--- src/rtl/arb_grant_lock.sv ---
// rtl/arb_grant_lock.sv - locks a one-hot arbiter grant into a multi-cycle ownership grant
module arb_grant_lock #(
  parameter int NUM_PORTS = 4,
  parameter int MAX_HOLD  = 16
) (
  input  logic                         clk_i,
  input  logic                         rst_ni,
  input  logic [NUM_PORTS-1:0]         req_i,
  input  logic [NUM_PORTS-1:0]         arb_gnt_i,
  input  logic [NUM_PORTS-1:0]         done_i,
  output logic [NUM_PORTS-1:0]         gnt_o,
  output logic [$clog2(NUM_PORTS)-1:0] owner_o,
  output logic                         busy_o,
  output logic                         timeout_o
);

  localparam int IDX_W = $clog2(NUM_PORTS);
  localparam int CNT_W = (MAX_HOLD > 0) ? $clog2(MAX_HOLD + 1) : 1;
  localparam logic [CNT_W-1:0] HOLD_LAST = CNT_W'((MAX_HOLD == 0) ? 0 : MAX_HOLD - 1);
  localparam logic [CNT_W-1:0] CNT_SAT   = '1;

  typedef enum logic [1:0] {IDLE, GRANT, GAP} state_e;

  state_e               state_q, state_d;
  logic [NUM_PORTS-1:0] gnt_q, gnt_d;
  logic [IDX_W-1:0]     owner_q, owner_d;
  logic [CNT_W-1:0]     cnt_q, cnt_d;
  logic                 tmo_q, tmo_d;

  logic [NUM_PORTS-1:0] masked, lowest;
  logic                 capture;
  logic                 rel_done, rel_req, rel_hold;

  function automatic logic [IDX_W-1:0] onehot_idx(input logic [NUM_PORTS-1:0] v);
    logic [IDX_W-1:0] idx;
    idx = '0;
    for (int i = 0; i < NUM_PORTS; i++) begin
      if (v[i]) idx = IDX_W'(i);
    end
    return idx;
  endfunction

  // A grant for a port that is not requesting is never taken; duplicates collapse to the lowest bit
  always_comb begin
    masked   = arb_gnt_i & req_i;
    lowest   = masked & (~masked + NUM_PORTS'(1));
    capture  = |masked;
    rel_done = |(done_i & gnt_q);
    rel_req  = ~|(req_i & gnt_q);
    rel_hold = (MAX_HOLD != 0) && (cnt_q == HOLD_LAST);
  end

  // State and owner registers; reset drops ownership without waiting for a clock
  always_ff @(posedge clk_i or negedge rst_ni) begin
    if (!rst_ni) begin
      state_q <= IDLE;
      gnt_q   <= '0;
      owner_q <= '0;
      cnt_q   <= '0;
      tmo_q   <= 1'b0;
    end else begin
      state_q <= state_d;
      gnt_q   <= gnt_d;
      owner_q <= owner_d;
      cnt_q   <= cnt_d;
      tmo_q   <= tmo_d;
    end
  end

  // Next-state: capture from IDLE or GAP, release from GRANT on done, request drop or hold limit
  always_comb begin
    state_d = state_q;
    gnt_d   = gnt_q;
    owner_d = owner_q;
    cnt_d   = cnt_q;
    tmo_d   = tmo_q;
    case (state_q)
      IDLE, GAP: begin
        tmo_d = 1'b0;
        if (capture) begin
          state_d = GRANT;
          gnt_d   = lowest;
          owner_d = onehot_idx(lowest);
          cnt_d   = '0;
        end else begin
          state_d = IDLE;
          gnt_d   = '0;
        end
      end
      GRANT: begin
        if (cnt_q != CNT_SAT) cnt_d = cnt_q + CNT_W'(1);
        if (rel_done || rel_req || rel_hold) begin
          state_d = GAP;
          gnt_d   = '0;
          tmo_d   = rel_hold && !rel_done && !rel_req;
        end
      end
      default: begin
        state_d = IDLE;
        gnt_d   = '0;
        tmo_d   = 1'b0;
      end
    endcase
  end

  // Outputs decode registered state only, so no input reaches an output combinationally
  always_comb begin
    busy_o    = (state_q == GRANT);
    gnt_o     = busy_o ? gnt_q : '0;
    owner_o   = busy_o ? owner_q : '0;
    timeout_o = (state_q == GAP) && tmo_q;
  end

endmodule

--- config.mk ---
export PLATFORM = sky130hd
export DESIGN_NAME = arb_grant_lock
export DESIGN_NICKNAME = d
export VERILOG_FILES = /design/src/rtl/arb_grant_lock.sv
export SDC_FILE = /design/constraint.sdc
export NUM_CORES = 1
export LEC_CHECK = 0
export ABC_AREA = 1
export BUFFER_PORTS_ARGS = -buffer_cell sky130_fd_sc_hd__buf_2
export CAP_MARGIN = 20
export CORE_UTILIZATION = 48
export CTS_BUF_LIST = sky130_fd_sc_hd__clkbuf_16
export DETAILED_ROUTE_END_ITERATION = 10
export HOLD_SLACK_MARGIN = 0.05
export PLACE_DENSITY = 0.73
export SLEW_MARGIN = 20
export SYNTH_ARGS = -nofsm -noshare
export SYNTH_HDL_FRONTEND = slang
export SYNTH_SLANG_ARGS = --single-unit
--- constraint.sdc ---
create_clock -name clk_i -period 1.8 [get_ports clk_i]
set_input_delay 0.27 -clock clk_i [delete_from_list [all_inputs] [get_ports clk_i]]
set_output_delay 0.27 -clock clk_i [all_outputs]
set_load 0.02 [all_outputs]
---- Yosys cells after proc, flatten, opt, wreduce, memory -nomap -nowiden ----
Index checks and enable logic that the tools add are counted.
word-level totals
  register bits ........................... 14
  input bits .............................. 14
  output and inout port bits .............. 8
  word-level logic and storage cells ...... 50
cells by class
  add/sub/neg operators ................... 2
  equality and inequality tests ........... 7
  multiplexer cells ....................... 16
  bitwise logic cells ..................... 5
  reductions and logical operators ........ 15
operators by type and width
  operator                                                                number
  4-bit bitwise AND                                                       4
  4-bit two-way mux                                                       3
  4-bit OR reduction                                                      3
  5-bit two-way mux                                                       2
  5-bit one-hot mux with 2 select lines                                   1
  2-bit two-way mux                                                       4
  4-bit one-hot mux with 2 select lines                                   1
  5-bit by 1-bit adder with 5-bit output (second input constant)          1
  5-bit by 4-bit equality test with 1-bit output (second input constant)  1
  5-bit != test (second input constant)                                   1
  4-bit by 1-bit adder with 4-bit output (second input constant)          1
  1-bit two-way mux                                                       4
  2-bit by 1-bit != test with 1-bit output (second input constant)        2
  4-bit inverter                                                          1
  2-bit one-hot mux with 2 select lines                                   1
  1-bit logical AND                                                       3
  3-bit AND reduction                                                     1
  2-bit by 1-bit equality test with 1-bit output (second input constant)  1
  2-bit equality test (second input constant)                             1
  1-bit zero test                                                         2
  2-bit zero test                                                         1
  1-bit logical OR                                                        2
  2-bit != test (second input constant)                                   1
  2-bit AND reduction                                                     1
  other kinds (2)                                                         2

---- Depth between registers and ports, before layout ----
Gate-level depths: netlist of the first run.
  word-level depth ........................ 7
  gate-level depth with buffers ........... 9
  depth with buffers taken out ............ 9

---- Worst setup path after synthesis of the first run ----
OpenSTA, ideal clock, no wires.
  path type ............................... register -> register
  start point ............................. reg cnt_q[0]
  end point ............................... reg cnt_q[4]
  setup time .............................. 65 ps
  arrival time ............................ 1338 ps
  data required time ...................... 1735 ps
  setup slack ............................. 397 ps
  cell stages (with the launch flop) ...... 9
  buffers on the path ..................... 0
  clock period less this slack ............ 1403 ps
  path through ............................ dfrtp_1 -> ha_1 -> nand2_1 -> nor2_1 -> ha_1 -> nor2_4 -> inv_2 -> or2_0 -> nand2_1
between the ends
  longest elaborated chain between the ends .. 3
  elaborated cells between the ends (all ways) .. 6
  those cells by class .................... add/sub (1); eq/ne (2); mux (2); reduce/logical (1)
RTL lines
  what                                                                                  RTL line  text
  start: declaration                                                                    27        logic [CNT_W-1:0] cnt_q, cnt_d;
  start signal: assignment                                                              65        cnt_q <= cnt_d;
  5-bit by 1-bit adder with 5-bit output / 5-bit != test (equally long branches)        91        if (cnt_q != CNT_SAT) cnt_d = cnt_q + CNT_W'(1);
  5-bit two-way mux / 2-bit by 1-bit != test with 1-bit output (equally long branches)  --
  5-bit one-hot mux with 2 select lines / 3-bit AND reduction (equally long branches)   --
Several ways; a longest one is shown, not always the timed one. The select of a mux whose other input is x is not followed.
A chain may end at the register's enable or synchronous reset.

---- Worst setup path in the final report of the first run ----
Ends and elaborated chain as after synthesis.

==> results.yml, run 1 <==
sta:
  rsz0062_at_grt: "no"
  fin_crit_ns: 1.52
  slew_headroom_pct: 74.3
  fin_setup_tns_ns: 0
  worst_slew_pin_slew_ns: 0.384
  whs_ns: 0.273
  fmax_mhz: 657
  setup_violations: 0
  period_share_pct: 84.6
  final-hold-violation-count: 0
  slew_viol_final: 0
  finClkSkew_ns: 0.00126
floorplan:
  rows: 14
  fp.dieArea_um2: 1830
  coreArea_um2: 1520
  start_util_pct: 52.3
  die_w_um: 42.8
  pin_count: 22
  die_h_um: 42.8
critical_path:
  timing.rr.end: "cnt_q[4]$_DFFE_PN0P_"
  critPathBufInv: 1
  critPathMaxFanout: 8
  r2r_slack_ns: 0.28
  r2r_start: "cnt_q[0]$_DFFE_PN0P_"
  critPathMaxStageDelay_ns: 0.40
  cp.arrival_ns: 1.71
  crit_path_cell_trace: "ha_1 -> nand2_1 -> nor2_1 -> ha_1 -> nor2_4 -> inv_2 -> or2_0 -> nand2_1"
  critical_path_class: "reg2reg"
  r2r_cells: 8
  cp_slowest_cell: "dfrtp_1"
  startpoint_type: "register"
  crit_required_ns: 1.98
  cpLargestDelayFamily: "simple AND/OR/NAND/NOR gates"
  cp-end-kind: "register"
global_routing:
  track_usage_pct: 22.2
  grt_overflow_total: 0
  grt_pass1_wl_mm: 2.93
  first_global_vias: 685
  antenna_found_initial: 0
  grt_max_degree: 15
cts:
  cts_resized: 0
  cts_buffers: 3
  clock_path_buffers: 2
  cts-root-buf: "clkbuf_16"
  cts_tree: "built"
  clk_pin_slew_ns: 0.05
  ctsHoldBuffers: 1
  numClockSinks: 14
  htree_levels: 1
  postCtsSetupBuffers: 0
  clock_latency_ns: 0.24
cells_and_area:
  final_util_pct: 66.3
  stdcell_area_um2: 1010
  area_delta_synth_final_pct: 26.8
  final_cell_mix: "nand2_1 (35), buf_2 (21), inv_1 (14), dfrtp_1 (14), nor2_1 (12)"
  nets: 151
  final_common_cell: "nand2_1"
  n_fill_cell: 131
  diodes: 0
  drive_gt1_share_pct: 21.8
synthesis:
  synth-edff-count: 0
  avgSynthCellArea_um2: 7.45
  ys_ff_latch: 14
  synth_flop_cell: "dfrtp_1"
  syn_inst: 107
  syn_nets: 124
  ys_async_sr_fraction_pct: 100
  yosysUniqueCellTypes: 18
  ys_seq_area_share_pct: 44.0
  ys_warn_count: 0
  netlist_area_um2: 797
routing:
  drc: 0
  via_count: 776
  drtIter0Drc: 23
  drt_wl_total_mm: 1.80
  viasPerCell: 5.21
  ant_nets: 0
  dr.pass1.iters: 4
  wl_per_cell_um: 12.1
min_path:
  min_from: "arb_gnt_i[0]"
  min_path_type: "in2reg"
  holdPathStages: 3
  whs_endpoint: "gnt_q[0]$_DFFE_PN0P_"
power:
  power_density_nw_per_um2: 1240
  p_leak_uw: 0.000572
  total_power_uw: 1250
  peakVddDrop_v: 0.000761
placed_design:
  place.gp.congestion: 0.798
  port_buffers: 21
  hpwl_mm: 1.34
  postPlaceCellArea_um2: 922
job:
  maxCapViolCount: 0
status:
  status: "completed"
-- worst register-to-register path, stage by stage (launching register included) --
cell,delay (ns)
dfrtp_1,0.40
ha_1,0.22
nand2_1,0.08
nor2_1,0.06
ha_1,0.21
nor2_4,0.14
inv_2,0.08
or2_0,0.20
nand2_1,0.06
-- how the worst max path moves through the flow --
| stage | from | to | depth (start not counted) |
|---|---|---|---|
| 5_1_grt | cnt_q[0]$_DFFE_PN0P_ | state_q[1]$_DFFE_PN0P_ | 8 |
| 3_5_place_dp | cnt_q[0]$_DFFE_PN0P_ | cnt_q[0]$_DFFE_PN0P_ | 8 |
| 3_3_place_gp | cnt_q[0]$_DFFE_PN0P_ | cnt_q[0]$_DFFE_PN0P_ | 8 |
| 6_report | cnt_q[0]$_DFFE_PN0P_ | cnt_q[4]$_DFFE_PN0P_ | 8 |
| 4_1_cts | cnt_q[0]$_DFFE_PN0P_ | cnt_q[4]$_DFFE_PN0P_ | 8 |
| 2_1_floorplan | cnt_q[0]$_DFFE_PN0P_ | cnt_q[4]$_DFFE_PN0P_ | 8 |
-- state kept, by name, summed over array words and instances (netlist names) --
| register | cells |
|---|---|
| cnt_q | 5 |
| gnt_q | 4 |
| owner_q | 2 |
| state_q | 2 |
| tmo_q | 1 |
-- logic make-up (layout without fill, tap and decap cells) --
| group | Yosys count | after routing | share of synthesized area (%) |
|---|---|---|---|
| and+or+nand+nor | 70 | 70 | 40.0 |
| buffers and inverters | 15 | 41 | 7.06 |
| DFF | 14 | 14 | 44.0 |
| AOI/OAI and AO/OA | 4 | 4 | 3.14 |
| adders and majority gates | 3 | 3 | 4.71 |
| xor gates and xnor gates | 1 | 1 | 1.10 |
-- stage by stage --
stage | std cells | setup WS (ns)
after global routing | 149 | 0.163
after detailed placement | 144 | 0.290
final | 149 | 0.278
after floorplan | 107 | 0.397
after CTS | 149 | 0.263
after global placement | 144 | 0.351
-- Yosys cell counts, types with 2 or more instances --
cell type / count / area share [%]
dfrtp_1: 14 / 44
ha_1: 3 / 4.7
inv_1: 14 / 6.6
nand2_1: 35 / 16
nand3_1: 10 / 6.3
nand4_1: 7 / 5.5
nor2_1: 12 / 5.7
or2_0: 2 / 1.6
-- layout make-up --
cell class	count	area, µm²	share of cell area [%]
Multi-Input combinational cell	78	390	38.6
Clock buffer	3	75.1	7.43
Sequential cell	14	350	34.7
Timing Repair Buffer	22	115	11.4
Inverter	15	56.3	5.57
Tap cell	16	20.0	1.98
Clock inverter	1	3.75	0.371
-- layer usage --
layer,up-vias,GRT usage (%),part of all wire [%]
met1,348,28.3,45
met5,-,0,0
met4,0,9.38,1.5
met2,26,36.4,48
met3,4,4.26,5.5
li1,398,-,-
-- report_power, final --
part           internal [µW]  switching (µW)  total [µW]  leakage [µW]
Clock                    294             127         420     0.0000385
Sequential               382            59.6         442      0.000185
Combinational            122             270         393      0.000348
Power figures use the tool's default switching activity.
==> run 2, diff against run 1 <==
Clock period 1.8 ns to 1.56 ns, I/O delays scaled along.
==> run 2 against run 1 <==
Net effect:
- design area up 1.5%
- worst setup slack got worse by 0.20 ns
- core utilization is 0.99 points higher
- clock power rose by 13%
- global-route usage fell by 0.38 points
- worst hold slack worse by 0.031 ns
- sequential share of layout area decreased by 0.51 points
- first-iteration DRC count is 39% higher
- cell count grew 0.67%
==> results.yml, run 2 (same netlist as run 1, synthesis figures left out) <==
floorplan:
  pin_count: 22
  coreArea_um2: 1520
  die_w_um: 42.8
  die_h_um: 42.8
  fp.dieArea_um2: 1830
  start_util_pct: 52.3
  rows: 14
cts:
  cts_buffers: 3
  clk_pin_slew_ns: 0.04
  htree_levels: 1
  numClockSinks: 14
  clock_path_buffers: 2
  clock_latency_ns: 0.24
  cts_tree: "built"
  cts-root-buf: "clkbuf_16"
power:
  p_leak_uw: 0.000575
  total_power_uw: 1470
  peakVddDrop_v: 0.000879
  power_density_nw_per_um2: 1430
routing:
  wl_per_cell_um: 12.6
  ant_nets: 0
  viasPerCell: 5.29
  drtIter0Drc: 32
  drc: 0
  drt_wl_total_mm: 1.90
  via_count: 794
  dr.pass1.iters: 4
placed_design:
  dp_slack_ns: 0.0466
  port_buffers: 21
  hpwl_mm: 1.36
  place.gp.congestion: 0.798
critical_path:
  r2r_cells: 8
  cp-end-kind: "register"
  critPathMaxFanout: 8
  critical_path_class: "reg2reg"
  cp-startpoint: "cnt_q[1]$_DFFE_PN0P_"
  r2r_start: "cnt_q[1]$_DFFE_PN0P_"
  cp.arrival_ns: 1.66
  crit_required_ns: 1.74
  startpoint_type: "register"
cells_and_area:
  area_delta_synth_final_pct: 28.7
  drive_gt1_share_pct: 23.1
  register_area_um2: 350
  final_common_cell: "nand2_1"
  final_cell_mix: "nand2_1 (35), buf_2 (21), inv_1 (14), dfrtp_1 (14), nor2_1 (12)"
  nets: 152
  top_register: "cnt_q"
  diodes: 0
  final_util_pct: 67.3
  multiInputGateArea_um2: 398
  n_fill_cell: 125
  largest_reg_flops: 5
  largestRegisters: "cnt_q (5), gnt_q (4)"
sta:
  slew_headroom_pct: 72.3
  fin_setup_tns_ns: 0
  fmax_mhz: 676
  fin_crit_ns: 1.48
  period_share_pct: 94.9
  finClkSkew_ns: 0.00116
  worst_slack_ns: 0.0799
  final-hold-violation-count: 0
  setup_violations: 0
  worst_slew_pin_slew_ns: 0.413
  slew_viol_final: 0
  rsz0062_at_grt: "no"
global_routing:
  first_global_vias: 722
  grt_pass1_wl_mm: 2.94
  grt_overflow_total: 0
  track_usage_pct: 21.8
  grt_max_degree: 15
  antenna_found_initial: 0
min_path:
  holdPathStages: 3
  min_path_type: "in2reg"
  min_from: "arb_gnt_i[0]"
status:
  status: "completed"
job:
  maxCapViolCount: 0
-- run 2: what timing repair did --
item	4_1_cts	5_1_grt
gates resized for setup	0	2
setup endpoints to repair	0	7
hold buffers	1	0
endpoints found under the hold margin	14	0
buffers inserted	0	1
-- run 2: final cells by class --
class	instances	share of cell area, %
clock buffers	3	7.32
clock inverters	1	0.366
multi-input cells	78	38.8
well taps	16	1.95
inverters	15	5.49
flip-flops and latches	14	34.1
repair buffers	23	12.0
-- run 2: final timing paths --
path / to / slack [ns]
min: gnt_q[0]$_DFFE_PN0P_ / 0.24
min in group asynchronous: gnt_q[2]$_DFFE_PN0P_ / 0.44
min reg2reg: owner_q[1]$_DFFE_PN0P_ / 0.49
max in group asynchronous: gnt_q[1]$_DFFE_PN0P_ / 0.88
max: cnt_q[4]$_DFFE_PN0P_ / 0.08
max reg2reg: cnt_q[4]$_DFFE_PN0P_ / 0.08
-- run 2: stage by stage --
stage               hold WS [ns]  instance area [µm²]  cells
finish                     0.242                 1030    150
global route               0.257                 1030    150
CTS                        0.245                 1010    149
detailed placement         0.146                  922    144
global placement           0.146                  922    144
floorplan                -0.0616                  797    107
-- run 2: report_power, final --
group	leakage, µW	switching [µW]	internal, µW
sequential	0.000185	65.7	441
clock	0.0000385	138	338
combinational	0.000352	327	159
-- run 2: layer usage --
| layer | share of wire, % | vias up | track usage, % |
|---|---|---|---|
| met1 | 41 | 356 | 26.0 |
| met2 | 50 | 41 | 39.1 |
| met5 | 0 | - | 0 |
| li1 | - | 395 | - |
| met3 | 7.9 | 2 | 4.68 |
| met4 | 0.63 | 0 | 5.63 |
-- run 2: critical path, stage by stage (launching register included) --
cell,delay [ns]
dfrtp_1,0.39
ha_2,0.18
nand2_1,0.09
nor2_1,0.06
ha_1,0.21
nor2_4,0.14
inv_2,0.08
or2_0,0.20
nand2_1,0.06
